===== config.mk =====
export PLATFORM = sky130hd
export DESIGN_NAME = bin_to_digits
export DESIGN_NICKNAME = d
export VERILOG_FILES = /design/src/rtl/bin_to_digits.sv
export SDC_FILE = /design/constraint.sdc
export NUM_CORES = 1
export LEC_CHECK = 0
export ABC_AREA = 1
export CAP_MARGIN = 20
export CELL_PAD_IN_SITES_DETAIL_PLACEMENT = 1
export CELL_PAD_IN_SITES_GLOBAL_PLACEMENT = 1
export CORE_MARGIN = 2
export CORE_UTILIZATION = 30
export CTS_CLUSTER_SIZE = 30
export DETAILED_ROUTE_END_ITERATION = 6
export HOLD_SLACK_MARGIN = 0.05
export PLACE_DENSITY_LB_ADDON = 0.12
export SLEW_MARGIN = 20
export SYNTH_ARGS = -nofsm -noshare
export SYNTH_HDL_FRONTEND = slang
export SYNTH_SLANG_ARGS = --single-unit

===== constraint.sdc =====
create_clock -name clk -period 1.79 [get_ports clk]
set_clock_uncertainty 0.1 [all_clocks]
set_input_delay 0.537 -clock clk [delete_from_list [all_inputs] [get_ports clk]]
set_output_delay 0.537 -clock clk [all_outputs]
set_load 0.01 [all_outputs]

===== src/rtl/bin_to_digits.sv =====
// Sequential binary-to-BCD converter (shift-add-3, one bit per clock) feeding a 3-digit 7-segment driver.
// Optional leading-zero blanking is enabled by defining the macro LZB_EN.
module bin_to_digits #(
    parameter int         W          = 10,
    parameter logic [4:0] BLANK_CODE = 5'h10
) (
    input  logic         clk,
    input  logic         rst,
    input  logic         start,
    input  logic [W-1:0] bin,
    output logic         busy,
    output logic         done,
    output logic         ovf,
    output logic [4:0]   u,
    output logic [4:0]   d,
    output logic [4:0]   c,
    output logic [1:0]   state_dbg
);

    // Handshake: start is a request that is taken on a rising edge only while
    // busy=0; busy then stays high until the edge that raises done for one cycle,
    // so a start held in the done cycle is accepted (busy has already dropped).

    typedef enum logic [1:0] {
        IDLE   = 2'd0,
        SHIFT  = 2'd1,
        FINISH = 2'd2
    } state_t;

    state_t       state;
    logic [W-1:0] shreg;
    logic [11:0]  bcd;
    logic         thou;
    logic [3:0]   cnt;

    logic [11:0]  bcd_adj;
    logic [4:0]   u_nxt;
    logic [4:0]   d_nxt;
    logic [4:0]   c_nxt;

    function automatic logic [3:0] add3(input logic [3:0] n);
        return (n >= 4'd5) ? n + 4'd3 : n;
    endfunction

    assign bcd_adj   = {add3(bcd[11:8]), add3(bcd[7:4]), add3(bcd[3:0])};
    assign state_dbg = state;

    always_comb begin
        u_nxt = {1'b0, bcd[3:0]};
        d_nxt = {1'b0, bcd[7:4]};
        c_nxt = {1'b0, bcd[11:8]};
`ifdef LZB_EN
        if (bcd[11:8] == 4'd0) begin
            c_nxt = BLANK_CODE;
            if (bcd[7:4] == 4'd0) begin
                d_nxt = BLANK_CODE;
            end
        end
`endif
        // Overflow display wins over blanking.
        if (thou) begin
            u_nxt = 5'd9;
            d_nxt = 5'd9;
            c_nxt = 5'd9;
        end
    end

    always_ff @(posedge clk or posedge rst) begin
        if (rst) begin
            state <= IDLE;
            shreg <= '0;
            bcd   <= '0;
            thou  <= 1'b0;
            cnt   <= '0;
            busy  <= 1'b0;
            done  <= 1'b0;
            ovf   <= 1'b0;
            u     <= 5'd0;
            d     <= 5'd0;
            c     <= 5'd0;
        end else begin
            done <= 1'b0;
            case (state)
                IDLE: begin
                    if (start) begin
                        shreg <= bin;
                        bcd   <= '0;
                        thou  <= 1'b0;
                        cnt   <= 4'(W);
                        busy  <= 1'b1;
                        state <= SHIFT;
                    end
                end
                SHIFT: begin
                    // A bit leaving the hundreds nibble means the value reached 1000;
                    // it is kept sticky only as the overflow flag.
                    bcd   <= {bcd_adj[10:0], shreg[W-1]};
                    thou  <= thou | bcd_adj[11];
                    shreg <= {shreg[W-2:0], 1'b0};
                    cnt   <= cnt - 4'd1;
                    if (cnt == 4'd1) begin
                        state <= FINISH;
                    end
                end
                FINISH: begin
                    u     <= u_nxt;
                    d     <= d_nxt;
                    c     <= c_nxt;
                    ovf   <= thou;
                    done  <= 1'b1;
                    busy  <= 1'b0;
                    state <= IDLE;
                end
                default: begin
                    busy  <= 1'b0;
                    state <= IDLE;
                end
            endcase
        end
    end

endmodule


==> impl_metrics.ini, run 1 <==
[synthesis]
synth_area_per_cell_sq_um = 8.57
synth_top_area_share_pct = 51.6
synthTopCellsByCount = nand2_1, dfrtp_1, nand3_1
async_flop_share_pct = 100
ys_types = 24
synth_most_common_cell = nand2_1
syn_inst = 249
yosysWarnings = 0
ys.flop_type = dfrtp_1
synth_area_sq_um = 2130
synth-edff-count = 0
yosysSeqAreaShare_pct = 51.6
yosys_register_bits = 44
synth.area.top_cells = dfrtp_1, nand2_1, nand3_1, ha_1, inv_1
synth_top_area_cell = dfrtp_1

[clock_tree]
cts_root_buffer = clkbuf_8
hold_buffers = 0
cts_setup_buffers = 0
clk_pin_slew_ps = 90
clockBufferDepth = 2
ctsResizeCount = 17
cts_max_level = 2
cts-buffers-inserted = 5
tritoncts = yes
clock_sinks = 44
insertion_delay_ps = 300

[hold_path]
hold_depth = 2
min_to = shreg[0]$_DFFE_PP0P_
hp-class = reg -> reg
min_from = shreg[0]$_DFFE_PP0P_

[power]
power_density_nw_per_um2 = 1600
ir_worst_vdd_mv = 0.360
p_leak_uw = 0.00131
total_power_uw = 4240

[floorplan]
die_area_sq_um = 7800
die_height_um = 88.3
row_count = 30
io_pins = 33
die_x_um = 88.3
core_area_sq_um = 6830
initial_core_util_pct = 31.2

[global_route]
grt_use_total_pct = 13.7
grt_pass1_wl_um = 8310
grt_max_degree = 45
gr-total-overflow = 0
antenna_found_initial = 0
grt_pass1_vias = 1796

[worst_setup_path]
worstPathCellList = dlygate4sd2_1
reg2reg_to = thou$_DFFE_PP0P_
path_class = reg -> out
cp_slowest_stage_delay_ps = 410
cp_slowest_cell = dfrtp_1
crit_path_end_kind = primary output
crit_buf_inv = 1
critPathTopFamily = flip-flops
timing.rr.start = bcd[9]$_DFFE_PP0P_
cp.required_ps = 1150
crit_arrival_ps = 1000
rr_worst_depth = 7
startpoint_type = flip-flop
cp_max_fo = 2
rrSetupSlack_ps = 360

[route]
wl_per_cell_um = 12.2
drc = 0
postRouteWirelength_um = 4710
vias = 1724
final_antenna_net_count = 0
viasPerCell = 4.47
drtPass1Iterations = 4
drtIter0Drc = 81

[placed_design]
gp_congestion = 0.694
port-buffer-count = 29
dp_cells = 378
place_hpwl_um = 3560

[timing]
maxSlewViolCount = 0
period_share_pct = 91.4
rsz0062_at_grt = no
timing.fmax_ghz = 0.611
finalCriticalPeriod_ps = 1640
hold_viol = 0
setup_viol = 0

[cells_and_area]
antennaDiodeCount = 0
nFillCells = 816
area_growth_pct = 24.0
finalNonFillerCells = 386
drive_above_1_share_pct = 11.7
fin_nets = 310

[job]
drv_cap = 0

[status]
outcome = completed
==> metal layers <==
layer	wire length [um]	track usage, %
met1	2250	18.0
met2	2250	23.3
met3	165	2.89
met4	48	3.31
met5	0	0
==> cell type report <==
cell class	instances	area (sq um)	area share, %
flip-flops and latches	44	1100	41.6
multi-input cells	174	880	33.3
repair buffers	38	349	13.2
well taps	96	120	4.54
inverters	26	103	3.88
clock buffers	6	82.6	3.12
clock inverters	2	10.0	0.378
==> where the power goes <==
group | leakage, uW | total (uW) | switching [uW] | internal [uW]
Sequential | 0.000534 | 1670 | 269 | 1400
Clock | 0.0000510 | 648 | 340 | 308
Combinational | 0.000730 | 1920 | 1150 | 769
Total | 0.00131 | 4240 | 1760 | 2480
==> flip-flops by register name (all words and copies together) (netlist names), 2 cells and up <==
signal	count
state_dbg	2
u	4
shreg	10
c	4
d	4
bcd	12
cnt	4
==> cell usage in the layout, fill, tap and decap left out, types with 6 or more instances in the layout <==
cell and instances:
clkbuf_8 6, nand4_1 6, nand2_1 83, ha_1 8, clkdlybuf4s50_1 12, dfrtp_1 44
o21ai_0 14, o21ai_2 6, buf_4 8, nand3_1 26, a21oi_1 6, dlygate4sd2_1 17
inv_1 20, nor2_1 13
==> per-stage QoR <==
step	area, sq um	hold WS (ps)	setup slack [ps]	util, %	TNS, ps
final	2650	381	154	38.7	0
after global routing	2650	406	111	38.7	0
after CTS	2650	385	146	38.7	0
after detailed placement	2570	365	-6.57	37.7	-6.57
after global placement	2570	364	15.1	37.7	0
after floorplan	2140	342	122	-	0
==> how the worst max path moves through the flow <==
stage | cells after the start | startpoint | to | slack [ps]
global placement | 6 | start | shreg[6]$_DFFE_PP0P_ | 20
detailed placement | 6 | start | shreg[6]$_DFFE_PP0P_ | -7
floorplan | 1 | rst | bcd[0]$_DFFE_PP0P_ | 120
global route | 1 | state_dbg[1]$_DFFE_PP0P_ | state_dbg[1] | 110
CTS | 1 | state_dbg[1]$_DFFE_PP0P_ | state_dbg[1] | 150
finish | 1 | state_dbg[1]$_DFFE_PP0P_ | state_dbg[1] | 150
==> kinds of logic after synthesis <==
group                      synth area share, %
DFF                                       51.6
and+or+nand+nor                           27.6
AOI/OAI and AO/OA                         8.45
adders and majority gates                 4.69
buffers and inverters                     7.51
other                                    0.176
No activity file was read; power rests on OpenSTA's default activity.
==> run 2: changes to the inputs <==
--- a/config.mk
+++ b/config.mk
@@ -15,6 +15,7 @@
 export DETAILED_ROUTE_END_ITERATION = 6
 export HOLD_SLACK_MARGIN = 0.05
 export PLACE_DENSITY_LB_ADDON = 0.12
+export RECOVER_POWER = 100
 export SLEW_MARGIN = 20
 export SYNTH_ARGS = -nofsm -noshare
 export SYNTH_HDL_FRONTEND = slang
==> run 2 against run 1 <==
Net effect:
- power shrank 1.8%
- sequential share of layout area grew 0.84 points
- clock-buffer cell count is the same
- worst setup slack gained 1.8 ps
- first-iteration DRC count shrank 11%
- worst hold slack lost 0.64 ps
- largest power group unchanged
- highest routed layer unchanged
==> impl_metrics.ini, run 2 (synthesis results as in run 1) <==
[power]
total_power_uw = 4160
p_leak_uw = 0.00128
power_density_nw_per_um2 = 1610
ir_worst_vdd_mv = 0.353

[floorplan]
die_x_um = 88.3
io_pins = 33
die_height_um = 88.3
initial_core_util_pct = 31.2
die_area_sq_um = 7800
core_area_sq_um = 6830
row_count = 30

[clock_tree]
clk_pin_slew_ps = 90
cts-buffers-inserted = 5
tritoncts = yes
insertion_delay_ps = 290
clockBufferDepth = 2
cts_setup_buffers = 0
cts_root_buffer = clkbuf_8
cts_max_level = 2
clock_sinks = 44

[cells_and_area]
top_regs = bcd x12, shreg x10
final_common_cell = nand2_1
largest_reg_flops = 12
postLayoutCoreUtil_pct = 37.9
fin_area_sq_um = 2590
regMostFlops = bcd
drive_above_1_share_pct = 9.31
antennaDiodeCount = 0
area_growth_pct = 21.5
fin_nets = 310
final_cell_mix = nand2_1, dfrtp_1, nand3_1

[route]
viasPerCell = 4.46
wl_per_cell_um = 12.2
drc = 0
drtPass1Iterations = 4
final_antenna_net_count = 0
top_layer_used = met4
postRouteWirelength_um = 4720
wl_met2_um = 2260
routed-wl-met3_um = 165
drtIter0Drc = 72
vias = 1722
wl_met1_um = 2240

[timing]
maxSlewViolCount = 0
setup_viol = 0
timing.fmax_ghz = 0.612
period_share_pct = 91.3
hold_viol = 0
finalCriticalPeriod_ps = 1630
tightest_slew_ps = 630
maxSlewHeadroom_pct = 58.0
setup_tns_ps = 0
rsz0062_at_grt = no
setup_ws_ps = 156

[placed_design]
preCtsSetupSlack_ps = -6.57
dpl_cell_area_sq_um = 2570
gp_congestion = 0.694
place_hpwl_um = 3560
port-buffer-count = 29

[worst_setup_path]
crit_path_end_kind = primary output
startpoint_type = flip-flop
cp_slowest_stage_delay_ps = 410
worstPathCellList = dlygate4sd2_1
cp.required_ps = 1150
path_class = reg -> out
cp_max_fo = 2
cp_slowest_cell = dfrtp_1
crit_arrival_ps = 1000
crit_buf_inv = 1
rrSetupSlack_ps = 220
critPathTopFamily = flip-flops

[global_route]
antenna_found_initial = 0
grt_use_total_pct = 13.7
gr-total-overflow = 0
grt_max_degree = 45
grt_pass1_vias = 1796
grt_pass1_wl_um = 8310

[status]
outcome = completed

[hold_path]
hp-class = reg -> reg

[job]
drv_cap = 0
[run 2: cell count changes in the layout (fill, tap and decap cells not counted), sizes merged]
cell and delta:
buf -6, dlygate4sd3 +2, clkbuf +6, clkdlybuf4s50 -2
[run 2: what timing repair did]
item / in CTS / in global routing
hold buffers: 0 / 0
resized for setup: 17 / 0
setup endpoints to repair: 17 / 0
endpoints found under the hold margin: 0 / 0
[run 2: worst paths after layout]
check                                          from                   end  cells past startpoint
max                        state_dbg[1]$_DFFE_PP0P_          state_dbg[1]                      1
min                            shreg[0]$_DFFE_PP0P_  shreg[0]$_DFFE_PP0P_                      2
max reg2reg                state_dbg[0]$_DFFE_PP0P_      d[3]$_DFFE_PP0P_                      5
min reg2reg                    shreg[0]$_DFFE_PP0P_  shreg[0]$_DFFE_PP0P_                      2
max in group asynchronous                       rst    bcd[4]$_DFFE_PP0P_                      3
min in group asynchronous                       rst  shreg[0]$_DFFE_PP0P_                      3
[run 2: routing by layer]
metal,vias up,GRT usage (%)
met2,32,23.3
met4,0,3.31
met5,-,0
met1,815,18.0
li1,869,-
met3,6,2.89
[run 2: power by group]
group / total [uW] / internal, uW / switching, uW / leakage, uW
Combinational: 1850 / 717 / 1130 / 0.000693
Sequential: 1660 / 1400 / 261 / 0.000534
Clock: 647 / 308 / 339 / 0.0000510
[run 2: area by class of cell]
type                    count  area [sq um]
fillers                   824          4240
flip-flops and latches     44          1100
multi-input cells         174           858
repair buffers             38           318
well taps                  96           120
inverters                  26           103
clock buffers               6          82.6
clock inverters             2          10.0
[run 2: through the flow]
step	hold slack, ps	instances
6_report	380	386
5_1_grt	406	386
4_1_cts	385	386
3_5_place_dp	365	378
3_3_place_gp	364	378
2_1_floorplan	342	251
==> run 3: changes to the inputs <==
--- a/config.mk
+++ b/config.mk
@@ -16,6 +16,7 @@
 export HOLD_SLACK_MARGIN = 0.05
 export PLACE_DENSITY_LB_ADDON = 0.12
 export RECOVER_POWER = 100
+export REMOVE_ABC_BUFFERS = 1
 export SLEW_MARGIN = 20
 export SYNTH_ARGS = -nofsm -noshare
 export SYNTH_HDL_FRONTEND = slang
==> run 3 against run 2 <==
Net effect:
- fmax increased by 0.74%
- global-route usage is 0.16 points lower
- non-clock buffer count rose by 1
- largest power group unchanged
==> impl_metrics.ini, run 3 (synthesis results as in run 1) <==
[status]
outcome = completed

[worst_setup_path]
cp.required_ps = 1150
cp_max_fo = 2
crit_arrival_ps = 990
startpoint_type = flip-flop
timing.rr.start = state_dbg[0]$_DFFE_PP0P_
cp.depth = 1
critPathTopFamily = flip-flops
rrSetupSlack_ps = 250
cp_slowest_stage_delay_ps = 400
path_class = reg -> out
cp_slowest_cell = dfrtp_1
crit_path_end = busy
worstPathCellList = dlygate4sd2_1
reg2reg_to = d[1]$_DFFE_PP0P_
crit_buf_inv = 1
crit_path_end_kind = primary output
rr_worst_depth = 6
cp-startpoint = busy$_DFFE_PP0P_

[clock_tree]
cts_setup_buffers = 0
cts_max_level = 2
clock_sinks = 44
cts_root_buffer = clkbuf_8
clk_pin_slew_ps = 80
clockBufferDepth = 2
insertion_delay_ps = 300
tritoncts = yes
cts-buffers-inserted = 5

[floorplan]
die_area_sq_um = 7800
row_count = 30
die_x_um = 88.3
initial_core_util_pct = 31.2
io_pins = 33
core_area_sq_um = 6830
die_height_um = 88.3

[hold_path]
min_from = u[1]$_DFFE_PP0P_
hp-class = reg -> reg

[power]
power_density_nw_per_um2 = 1640
ir_worst_vdd_mv = 0.702
p_leak_uw = 0.00129

[global_route]
gr-total-overflow = 0
grt_max_degree = 45
grt_pass1_wl_um = 8140
grt_use_total_pct = 13.6
grt_pass1_vias = 1743
antenna_found_initial = 0

[timing]
tightest_slew_ps = 622
maxSlewViolCount = 0
finalCriticalPeriod_ps = 1620
timing.fmax_ghz = 0.616
period_share_pct = 90.6
setup_ws_ps = 168
maxSlewHeadroom_pct = 58.5
hold_viol = 0
rsz0062_at_grt = no
setup_viol = 0

[route]
vias = 1717
routed-wl-met3_um = 201
wl_met2_um = 2080
postRouteWirelength_um = 4760
wl_met1_um = 2420
drtPass1Iterations = 4
top_layer_used = met4
viasPerCell = 4.44
drtIter0Drc = 87
wl_per_cell_um = 12.3
drc = 0
final_antenna_net_count = 0

[cells_and_area]
area_growth_pct = 22.6
fin_area_sq_um = 2620
nFillCells = 859
antennaDiodeCount = 0
top_regs = bcd x12, shreg x10
regMostFlops = bcd
final_cell_mix = nand2_1, dfrtp_1, nand3_1
fin_nets = 311
drive_above_1_share_pct = 8.25
finalNonFillerCells = 387
final_common_cell = nand2_1
largest_reg_flops = 12

[placed_design]
preCtsSetupSlack_ps = -9.88
port-buffer-count = 29
dp_cells = 379
place_hpwl_um = 3350
dpl_cell_area_sq_um = 2590
gp_congestion = 0.698

[job]
drv_cap = 0
[run 3: cell types whose count changed in the layout (fill, tap and decap cells not counted), sizes merged]
cell    change
bufinv      +1
buf         +2
clkinv      -1
clkbuf      -1
[run 3: how the worst min path moves through the flow]
stage | endpoint | cells after the start
2_1_floorplan | shreg[0]$_DFFE_PP0P_ | 2
3_3_place_gp | bcd[5]$_DFFE_PP0P_ | 2
3_5_place_dp | shreg[0]$_DFFE_PP0P_ | 2
4_1_cts | shreg[0]$_DFFE_PP0P_ | 2
5_1_grt | u[1]$_DFFE_PP0P_ | 2
6_report | u[1]$_DFFE_PP0P_ | 2
[run 3: area by class of cell]
class                   instances  area (sq um)  area share, %
flip-flops and latches         44          1100           42.1
inverters                      26           103           3.92
multi-input cells             174           843           32.2
repair buffers                 39           342           13.1
well taps                      96           120           4.59
clock inverters                 2          35.0           1.34
clock buffers                   6          72.6           2.77
[run 3: through the flow]
stage	utilization (%)	power, uW	TNS (ps)	hold WS [ps]
after detailed placement	38.0	3780	-16.5	365
after CTS	39.2	4470	0	386
after floorplan	-	2950	0	342
after global placement	38.0	3750	0	361
final	38.3	4280	0	382
after global routing	38.3	4730	0	406
[run 3: repair_timing]
action / CTS / global route
endpoints found under the hold margin: 0 / 0
endpoints found under the setup margin: 17 / 0
gates resized for setup: 17 / 0
hold buffers: 0 / 0
[run 3: metal layers]
metal  track usage, %  vias up
met1             18.3      808
met4             4.13        0
met2             21.0       33
li1                 -      868
met3             4.20        8
met5                0        -
[run 3: power breakdown]
part	internal [uW]	switching, uW
registers	1400	258
logic	740	1110
clock network	415	351
